### config.mk
export PLATFORM = sky130hd
export DESIGN_NAME = display_jogador_n
export DESIGN_NICKNAME = d
export VERILOG_FILES = /design/src/rtl/display_jogador_n.sv
export SDC_FILE = /design/constraint.sdc
export NUM_CORES = 1
export LEC_CHECK = 0
export CAP_MARGIN = 20
export CORE_MARGIN = 1.5
export CORE_UTILIZATION = 56
export CTS_CLUSTER_DIAMETER = 50
export DETAILED_ROUTE_END_ITERATION = 8
export GPL_TIMING_DRIVEN = 0
export PLACE_DENSITY = 0.78
export SLEW_MARGIN = 20
export SYNTH_ARGS = -nofsm -noshare
export SYNTH_HDL_FRONTEND = slang
export SYNTH_SLANG_ARGS = --single-unit
### constraint.sdc
create_clock -name clock -period 1.95 [get_ports clock]
set_clock_uncertainty 0.05 [all_clocks]
set_input_delay 0.585 -clock clock [delete_from_list [all_inputs] [get_ports clock]]
set_output_delay 0.585 -clock clock [all_outputs]
set_load 0.005 [all_outputs]
### src/rtl/display_jogador_n.sv
// Registered seven-segment driver showing the current player, with a free-running
// blink generator used by the win and tie modes.
module display_jogador_n #(
    parameter int unsigned WIDTH_J      = 2,
    parameter int unsigned N_JOG        = 2,
    parameter int unsigned BLINK_CYCLES = 25000000
) (
    input  logic               clock,
    input  logic               reset,
    input  logic               carrega,
    input  logic [WIDTH_J-1:0] jogador,
    input  logic [1:0]         modo,
    output logic [6:0]         display,
    output logic               pisca_ativo
);

    localparam int unsigned CW = (BLINK_CYCLES > 1) ? $clog2(BLINK_CYCLES) : 1;
    localparam logic [CW-1:0] CNT_MAX = CW'(BLINK_CYCLES - 1);

    localparam logic [6:0] DASH  = 7'b0111111;
    localparam logic [6:0] BLANK = 7'b1111111;

    localparam logic [1:0] MODO_VEZ     = 2'b00;
    localparam logic [1:0] MODO_VITORIA = 2'b01;
    localparam logic [1:0] MODO_EMPATE  = 2'b10;

    logic [WIDTH_J-1:0] jog_r;
    logic [1:0]         modo_r;
    logic [CW-1:0]      cnt;
    logic               fase;

    logic [6:0]  digito;
    logic [6:0]  display_next;
    int unsigned jog_n;

    always_comb begin
        jog_n  = 32'(jog_r);
        digito = DASH;
        // Out-of-range players fall back to the dash.
        if (jog_n >= 1 && jog_n <= N_JOG) begin
            case (jog_n)
                1:       digito = 7'b1111001;
                2:       digito = 7'b0100100;
                3:       digito = 7'b0110000;
                4:       digito = 7'b0011001;
                5:       digito = 7'b0010010;
                6:       digito = 7'b0000010;
                7:       digito = 7'b1111000;
                8:       digito = 7'b0000000;
                9:       digito = 7'b0010000;
                default: digito = DASH;
            endcase
        end
    end

    always_comb begin
        display_next = BLANK;
        unique case (modo_r)
            MODO_VEZ:     display_next = digito;
            MODO_VITORIA: display_next = fase ? digito : BLANK;
            MODO_EMPATE:  display_next = fase ? DASH : BLANK;
            default:      display_next = BLANK;
        endcase
    end

    always_ff @(posedge clock) begin
        if (!reset) begin
            jog_r       <= '0;
            modo_r      <= MODO_VEZ;
            cnt         <= '0;
            fase        <= 1'b1;
            display     <= DASH;
            pisca_ativo <= 1'b0;
        end else begin
            // Output is computed from the registers as they stood before this edge,
            // so a load shows up exactly one cycle later and never half-applied.
            display     <= display_next;
            pisca_ativo <= (modo_r == MODO_VITORIA) || (modo_r == MODO_EMPATE);
            if (carrega) begin
                jog_r  <= jogador;
                modo_r <= modo;
                cnt    <= '0;
                fase   <= 1'b1;
            end else if (cnt == CNT_MAX) begin
                cnt  <= '0;
                fase <= ~fase;
            end else begin
                cnt <= cnt + 1'b1;
            end
        end
    end

endmodule

* After elaboration in Yosys (flattened, before gate mapping)
Index checks and enable logic that the tools add are counted.
Storage, ports and cells: word-level logic and storage cells 27, bits of input ports 7, bits in writable memories 0, memories 0, register bits after elaboration 38, ROM bits 0, output and inout port bits 8, bits in latches 0
Cells by class: mux-type cells 5, div/mod/pow operators 0, equal/unequal tests 6, $add $sub $neg 1, magnitude comparators 2, multiply operators 0, reductions and logical operators 5, shift-type cells 0, bitwise operators 2
Operators with widths (count):
- 7-bit case mux with 3 select lines | 2
- 25-bit by 1-bit adder with 25-bit output, second input constant | 1
- 25-bit equality test, second input constant | 1
- 7-bit two-way mux | 3
- 2-bit equality test, second input constant | 3
- 2-bit by 1-bit equality test with 1-bit output, second input constant | 2
- 3-bit OR reduction | 1
- 2-bit by 1-bit >= comparator with 1-bit output, second input constant | 1
- 2-bit less-or-equal comparator, second input constant | 1
- 2-bit logical NOT | 1
- 1-bit NOT | 2
- 2-bit OR reduction | 1
- 1-bit logical AND | 1
- 1-bit logical OR | 1

* Longest topological paths before layout
Gate-level depths: netlist of the first run.
depth after elaboration 5, mapped depth 6, mapped depth without buffers 5

* Worst setup path before layout of the first run
Ideal clock, no wire load.
path type reg2reg, start register cnt[10], end register cnt[7], library setup time 0.117 ns, slack 0.270 ns, data arrival time 1.512 ns, clock period less this slack 1.680 ns, cell stages (with the launch flop) 7, path buffers 2, required time 1.783 ns, cell sequence dfxtp_1 buf_2 nor4b_1 nand4_1 o31ai_2 buf_2 nor2_1
Between the ends: word-level cells in the longest chain between the ends 2
RTL lines:
- start: declaration | line 29 | logic [CW-1:0] cnt;
- start signal: assignment | line 88 | cnt <= cnt + 1'b1;
- 25-bit equality test | line 84 | end else if (cnt == CNT_MAX) begin
- 3-bit OR reduction (no line)
No other way between the ends. A chain may end at the register's enable or synchronous reset.

==> results.toml, run 1 <==
[status]
outcome = "complete, no violations"

[power]
vdd_drop_max_mv = 0.498
leakagePower_nw = 0.687
p_total_mw = 1.28
power_density_mw_per_mm2 = 652

[timing]
fin_ws_ns = 0.0570
setup_tns_ns = 0
final_max_slew_viol_count = 0
finalCritPeriodShare_pct = 97.1
finalSetupViolations = 0
hold_violations = 0
relSlewSlack_pct = 64.9
final.min_clock_period_ns = 1.89
max_freq_mhz = 528
worst_pin_slew_ns = 0.522
fin_hold_ws_ns = 0.429

[critical_path]
cp_slowest_cell = "clkdlybuf4s50_1"
critPathLaunchType = "flop"
cp_slowest_stage_delay_ns = 0.48
crit_required_ns = 1.31
cp-end-kind = "output pin"
cp_max_fo = 3
crit_chain = "buf_4 > clkdlybuf4s50_1"
critPathKind = "reg -> out"
critPathArrivalTime_ns = 1.26

[flow_run]
maxCapViolCount = 0

[global_route]
grt_pass1_vias = 1341
grtUsageTotal_pct = 22.7
grt_max_degree = 11
grt_overflow = 0
antenna_found_initial = 0
grt_first_pass_wirelength_mm = 5.85

[finish]
final_common_cell = "dfxtp_1"
finish.instance_area_mm2 = 0.00196
fillers = 247
n_antenna_cell = 0
stdcell_count = 246
fin_nets = 229
drive_gt1_share_pct = 12.1
final_cell_mix = "34 x dfxtp_1, 16 x nor2_1, 13 x nand2_1"
syn_to_final_growth_pct = 15.5
finalCoreUtilization_pct = 69.4

[clock_tree]
clk_pin_slew_ns = 0.10
cts_buffers = 5
clk_latency_ns = 0.33
cts_hold_buf = 0
root_buffer = "clkbuf_4"
cts_tree = "built"
clockBufferDepth = 2
clock-sinks = 35
cts_max_level = 2

[placed_design]
dp_cells = 236
gp_congestion = 0.869
dp_hpwl_mm = 2.45
pre_cts_ws_ns = -0.198
numPortBuffers = 12
dpl_cell_area_mm2 = 0.00186

[synth]
synth.distinct_cells = 36
synthFlopType = "dfxtp_1"
synth-seq-cells = 35
syn-num-nets = 208
avgSynthCellArea_um2 = 8.81
syn_inst = 193
ys_seq_area_share_pct = 41.2
synth-edff-count = 0
yosys_warnings = 0
async_reset_ff_share_pct = 0
syn_area_mm2 = 0.00170

[route]
wirelength_mm = 3.33
ant_nets = 0
dr.pass1.iters = 6
vias_per_cell = 5.71
drt-initial-drc-count = 59
drc = 0
vias = 1404
wl_per_cell_um = 13.5

[die]
die-height_um = 58.1
coreArea_mm2 = 0.00283
dieWidth_um = 58.1
start_util_pct = 60.1
rows = 19
die_area_mm2 = 0.00338
ioPinCount = 15

[min_path]
hp-class = "reg -> reg"
==> sequential cells by signal (all words and copies together) (netlist names) <==
signal / cells
fase: 1
pisca_ativo: 1
jog_r: 2
cnt: 25
display: 4
modo_r: 2
==> layout make-up <==
cell class	count	area [um^2]	area share, %
tap	31	38.8	1.98
inverter	7	26.3	1.34
timing repair buffer	14	135	6.88
multi-input combinational	140	923	47.0
sequential	35	702	35.8
clock buffer	8	68.8	3.51
buffer	11	68.8	3.51
==> synthesized netlist by cell type, types with 2 or more instances <==
| cell | n | area, um^2 |
|---|---|---|
| dfxtp_1 | 35 | 701 |
| nor2_1 | 16 | 60.1 |
| nand2_1 | 13 | 48.8 |
| a21oi_1 | 12 | 60.1 |
| o21ai_0 | 11 | 55.1 |
| nand3_1 | 9 | 45.0 |
| ha_1 | 8 | 100 |
| inv_1 | 7 | 26.3 |
| xnor2_1 | 7 | 61.3 |
| nor2b_1 | 6 | 37.5 |
| o31ai_1 | 6 | 45.0 |
| or4_1 | 6 | 45.0 |
| and2_1 | 5 | 31.3 |
| nand4_1 | 5 | 31.3 |
| and3_1 | 4 | 25.0 |
| buf_2 | 4 | 20.0 |
| mux2i_1 | 4 | 40.0 |
| xor2_1 | 4 | 35.0 |
| buf_4 | 3 | 22.5 |
| clkbuf_1 | 3 | 11.3 |
| nor3_1 | 3 | 15.0 |
| nor4b_1 | 3 | 26.3 |
| or3_1 | 3 | 18.8 |
| and4_1 | 2 | 17.5 |
| nand4b_1 | 2 | 17.5 |
| nor4_1 | 2 | 12.5 |
==> power breakdown <==
part	leakage (nW)	switching (mW)	internal (mW)
registers	0.284	0.00930	0.730
clock network	0.0386	0.234	0.212
logic	0.365	0.0388	0.0564
total	0.687	0.282	0.998
==> worst max-delay path: cells and delay by family, from the launching register on <==
family                 cells  cell delay [ns]
buffers and inverters      2             0.58
flip-flops                 1             0.35
==> metal layers <==
metal | GRT usage, % | routed length, um | part of all wire (%)
met1 | 29.2 | 1570 | 47
met2 | 35.2 | 1580 | 48
met3 | 5.36 | 98 | 2.9
met4 | 12.3 | 74 | 2.2
met5 | 0 | 0 | 0
==> path summary, 6_finish.rpt <==
check | from | end | slack (ns) | cells past startpoint
max | display[4]$_SDFF_PN1_ | display[3] | 0.06 | 2
min | cnt[0]$_SDFF_PP0_ | cnt[0]$_SDFF_PP0_ | 0.43 | 1
max reg2reg | cnt[3]$_SDFF_PP0_ | cnt[23]$_SDFF_PP0_ | 0.11 | 5
min reg2reg | cnt[0]$_SDFF_PP0_ | cnt[0]$_SDFF_PP0_ | 0.43 | 1
==> timing repair <==
action / in CTS / in global routing
buffers inserted: 2 / 0
setup endpoints to repair: 20 / 23
gates resized for setup: 1 / 5
pin swaps: 1 / 0
==> cell families after synthesis <==
logic type | count (synthesis) | share of synthesized area (%)
mux | 4 | 2.35
simple gates | 85 | 28.7
xor+xnor | 11 | 5.67
buf+inv | 18 | 5.37
flops | 35 | 41.2
fa+ha+maj | 8 | 5.89
compound gates | 31 | 10.6
other cells | 1 | 0.221
Note: power is estimated with default switching activity, not from simulation.
==> run 2: changes to the inputs <==
--- a/config.mk
+++ b/config.mk
@@ -7,11 +7,10 @@
 export LEC_CHECK = 0
 export CAP_MARGIN = 20
 export CORE_MARGIN = 1.5
-export CORE_UTILIZATION = 56
+export CORE_UTILIZATION = 30
 export CTS_CLUSTER_DIAMETER = 50
 export DETAILED_ROUTE_END_ITERATION = 8
 export GPL_TIMING_DRIVEN = 0
-export PLACE_DENSITY = 0.78
 export SLEW_MARGIN = 20
 export SYNTH_ARGS = -nofsm -noshare
 export SYNTH_HDL_FRONTEND = slang
==> run 2 against run 1 <==
  * Via count is 1.4% lower
  * Combinational power is 0.7% higher
  * Design area is 3.3% higher
  * Sequential share of layout area is 1.2 points lower
  * Largest cell class unchanged
  * Register-to-register slack better by 0.03 ns
  * Worst hold slack worse by 0.014 ns
  * Largest power group unchanged
  * Global-route usage is 11 points lower
  * Die area is 82% higher
==> results.toml, run 2 (same netlist as run 1, synthesis figures left out) <==
[power]
intPower_mw = 1.04
vdd_drop_max_mv = 0.243
leakagePower_nw = 0.689
p_sw_mw = 0.299
p_comb_share_pct = 7.2
p_seq_share_pct = 55.3
swShare_pct = 22.4
clkPwrFrac_pct = 37.5
power_density_mw_per_mm2 = 659

[clock_tree]
cts_buffers = 5
clk_pin_slew_ns = 0.07
cts_hold_buf = 0
clock-sinks = 35
clockBufferDepth = 2
cts_max_level = 2
clk_latency_ns = 0.28
root_buffer = "clkbuf_8"
cts_tree = "built"

[placed_design]
gp_congestion = 0.773
dp_hpwl_mm = 2.39
numPortBuffers = 12

[global_route]
grtUsageTotal_pct = 12.1
grt_max_degree = 11
grt_overflow = 0
grt_first_pass_wirelength_mm = 5.77
antenna_found_initial = 0
grt_pass1_vias = 1303

[die]
die_area_mm2 = 0.00613
ioPinCount = 15
start_util_pct = 31.1
dieWidth_um = 78.3
coreArea_mm2 = 0.00547
die-height_um = 78.3
rows = 27

[finish]
n_antenna_cell = 0
regMostFlops = "cnt"
drive_gt1_share_pct = 11.2
regArea_um2 = 701
fin_nets = 229
multi_input_area_um2 = 925
final_cell_mix = "35 x dfxtp_1, 16 x nor2_1, 13 x nand2_1"
syn_to_final_growth_pct = 19.3
fillers = 562
largest_reg_flops = 25
final_common_cell = "dfxtp_1"
finalCoreUtilization_pct = 37.1
reg.largest.list = "cnt x25, display x4"

[status]
outcome = "complete, no violations"

[route]
vias_per_cell = 4.82
wirelength_mm = 3.32
vias = 1384
ant_nets = 0
dr.pass1.iters = 4
drc = 0
wl_per_cell_um = 11.6
drt-initial-drc-count = 63

[critical_path]
critPathArrivalTime_ns = 1.21
crit_required_ns = 1.31
cp_slowest_cell = "clkdlybuf4s50_1"
path_delay_family = "buffers and inverters"
cp_max_fo = 3
cp-end-kind = "output pin"
critical_path_buf_inv_count = 2
cp_slowest_stage_delay_ns = 0.48
critPathLaunchType = "flop"
critPathKind = "reg -> out"
crit_chain = "buf_4 > clkdlybuf4s50_1"

[timing]
finalSetupViolations = 0
grt_setup_unrepaired = "false"
hold_violations = 0
final_max_slew_viol_count = 0
setup_tns_ns = 0
finalCritPeriodShare_pct = 94.9
final.min_clock_period_ns = 1.85
max_freq_mhz = 541

[min_path]
hp-class = "reg -> reg"

[flow_run]
maxCapViolCount = 0
==> run 2: path summary, 6_finish.rpt <==
check | from | endpoint | slack, ns | cells past startpoint
min reg2reg | cnt[0]$_SDFF_PP0_ | cnt[0]$_SDFF_PP0_ | 0.42 | 1
max | display[4]$_SDFF_PN1_ | display[4] | 0.10 | 2
max reg2reg | cnt[0]$_SDFF_PP0_ | cnt[14]$_SDFF_PP0_ | 0.14 | 6
min | cnt[0]$_SDFF_PP0_ | cnt[0]$_SDFF_PP0_ | 0.42 | 1
==> run 2: layer usage <==
| metal | GRT usage [%] | vias to the layer above | share of wire (%) |
|---|---|---|---|
| met3 | 3.49 | 5 | 4.2 |
| met5 | 0 | - | 0 |
| li1 | - | 718 | - |
| met4 | 7.14 | 0 | 1.7 |
| met1 | 14.5 | 633 | 48 |
| met2 | 19.0 | 28 | 46 |
==> run 2: final cells by class <==
cell class,instances,share of cell area [%]
buffer,11,3.45
clock buffer,7,3.76
sequential,35,34.5
tap,72,4.44
clock inverter,1,0.247
timing repair buffer,14,6.66
multi-input combinational,140,45.6
inverter,7,1.30
==> run 2: worst reg2reg max path, stage by stage, from the launching register on <==
cell	delay [ns]
dfxtp_1	0.37
ha_1	0.21
and2_1	0.19
nand4_1	0.12
buf_1	0.25
or3_1	0.40
a21oi_1	0.15
==> run 2: what timing repair did <==
action                                  4_1_cts  5_1_grt
buffers inserted                              2        0
resized for setup                             1        5
endpoints found under the setup margin       20       20
pin swaps                                     1        1
==> run 2: metrics by stage <==
stage | cells | power (mW) | setup slack [ns] | hold WS (ns) | cell area (um^2)
final | 287 | 1.34 | 0.100 | 0.416 | 2030
after global routing | 287 | 1.40 | 0.00463 | 0.431 | 2030
after CTS | 287 | 1.35 | 0.0681 | 0.421 | 2020
after detailed placement | 277 | 0.847 | -0.241 | 0.405 | 1910
after global placement | 277 | 0.845 | -0.220 | 0.392 | 1910
after floorplan | 193 | 0.802 | 0.270 | 0.379 | 1700
==> run 2: power groups by stage <==
| stage | Clock, mW | Combinational, mW | Sequential [mW] |
|---|---|---|---|
| floorplan | 0 | 0.0468 | 0.755 |
| global placement | 0 | 0.0906 | 0.755 |
| detailed placement | 0 | 0.0920 | 0.755 |
| CTS | 0.518 | 0.0963 | 0.739 |
| global route | 0.554 | 0.107 | 0.740 |
| finish | 0.501 | 0.0959 | 0.739 |
==> run 3: changes to the inputs <==
==> constraint.sdc (replaced) <==
create_clock -name clock -period 1.8 [get_ports clock]
set_clock_uncertainty 0.05 [all_clocks]
set_input_delay 0.54 -clock clock [delete_from_list [all_inputs] [get_ports clock]]
set_output_delay 0.54 -clock clock [all_outputs]
set_load 0.005 [all_outputs]
==> run 3 against run 2 <==
  * Critical path depth up 3
  * Design area up 6.1%
  * Critical path type is now reg -> reg
  * Final cell count up 1.0%
  * First-iteration DRC count up 65%
  * Setup slack worse by 0.0053 ns
  * Highest routed layer unchanged
  * Core utilization up 2.3 points
  * Largest cell class unchanged
  * Sequential power up 8.1%
==> results.toml, run 3 (same netlist as run 1, synthesis figures left out) <==
[status]
outcome = "complete, no violations"

[critical_path]
crit_required_ns = 1.98
critPathArrivalTime_ns = 1.88
critPathKind = "reg -> reg"
cp_slowest_cell = "or4_1"
crit_chain = "nand4_2 > or2_4 > buf_6 > or4_1 > a21oi_2"
cp_slowest_stage_delay_ns = 0.52
worstReg2RegStart = "cnt[3]$_SDFF_PP0_"
crit_start = "cnt[3]$_SDFF_PP0_"
critPathLaunchType = "flop"
critical_path_buf_inv_count = 1
r2r_setup_slack_ns = 0.09
cp-end-kind = "flop"
path_delay_family = "simple AND/OR/NAND/NOR gates"
cp_max_fo = 10

[finish]
n_antenna_cell = 0
stdcell_count = 290
reg.largest.list = "cnt x25, display x4"
final_cell_mix = "21 x dfxtp_1, 16 x nor2_1, 12 x nand2_1, 12 x dfxtp_2"
drive_gt1_share_pct = 24.3
largest_reg_flops = 25
finalCoreUtilization_pct = 39.3
syn_to_final_growth_pct = 26.6
final_common_cell = "dfxtp_1"
regMostFlops = "cnt"
fin_nets = 232
finish.instance_area_mm2 = 0.00215

[global_route]
grt_overflow = 0
grt_pass1_vias = 1307
grt_first_pass_wirelength_mm = 5.79
grtUsageTotal_pct = 12.1
antenna_found_initial = 0
grt_max_degree = 11

[route]
drc = 0
wl_per_cell_um = 12.4
dr.pass1.iters = 4
vias_per_cell = 4.96
vias = 1437
ant_nets = 0
drt-initial-drc-count = 104
wirelength_mm = 3.59

[die]
start_util_pct = 31.1
die_area_mm2 = 0.00613
die-height_um = 78.3
dieWidth_um = 78.3
ioPinCount = 15
rows = 27
coreArea_mm2 = 0.00547

[clock_tree]
cts_tree = "built"
cts_buffers = 5
clk_latency_ns = 0.29
clk_pin_slew_ns = 0.07
clock-sinks = 35
cts_max_level = 2
root_buffer = "clkbuf_8"
clockBufferDepth = 2

[timing]
final.min_clock_period_ns = 1.71
setup_tns_ns = 0
max_freq_mhz = 587
hold_violations = 0
finalCritPeriodShare_pct = 94.7
grt_setup_unrepaired = "false"
final_max_slew_viol_count = 0
finalSetupViolations = 0

[min_path]
hold_path_startpoint = "cnt[0]$_SDFF_PP0_"
hp-class = "reg -> reg"

[power]
vdd_drop_max_mv = 0.262
p_total_mw = 1.46
power_density_mw_per_mm2 = 681
leakagePower_nw = 0.733

[placed_design]
numPortBuffers = 12
gp_congestion = 0.773
dpl_cell_area_mm2 = 0.00191
dp_cells = 277
dp_hpwl_mm = 2.39

[flow_run]
maxCapViolCount = 0
run 3: final timing paths:
kind / endpoint / depth (start not counted)
worst max-delay path: cnt[19]$_SDFF_PP0_ / 5
worst max register to register: cnt[19]$_SDFF_PP0_ / 5
worst min register to register: cnt[0]$_SDFF_PP0_ / 1
worst min-delay path: cnt[0]$_SDFF_PP0_ / 1
run 3: timing repair:
item | CTS | global route
gates resized for setup | 9 | 35
setup buffers | 2 | 4
cloned | 0 | 1
hold buffers | 0 | 0
endpoints found under the setup margin | 26 | 26
pin swaps | 2 | 2
run 3: per-stage QoR:
step	hold slack [ns]	setup WS, ns
3_3_place_gp	0.392	-0.337
4_1_cts	0.421	0.00578
5_1_grt	0.419	0.00422
3_5_place_dp	0.405	-0.346
6_report	0.400	0.0950
2_1_floorplan	0.379	0.120
run 3: final cells by class:
class | instances | area, um^2
Clock inverter | 1 | 5.00
Buffer | 9 | 75.1
Multi-Input combinational cell | 140 | 981
Tap cell | 72 | 90.1
Fill cell | 561 | 3320
Inverter | 7 | 26.3
Sequential cell | 35 | 723
Clock buffer | 7 | 76.3
Timing Repair Buffer | 19 | 175
run 3: where the power goes:
| part | internal [mW] | switching [mW] | total, mW |
|---|---|---|---|
| Combinational | 0.0680 | 0.0460 | 0.114 |
| Sequential | 0.788 | 0.0105 | 0.799 |
| Clock | 0.271 | 0.281 | 0.552 |
run 3: routing by layer:
metal  vias up  global-route usage, %  wire length (um)
met5         -                      0                 0
met4         0                   6.79                93
met3         8                   3.49               104
met2        20                   19.1              1690
met1       684                   14.5              1700
li1        725                      -                 -
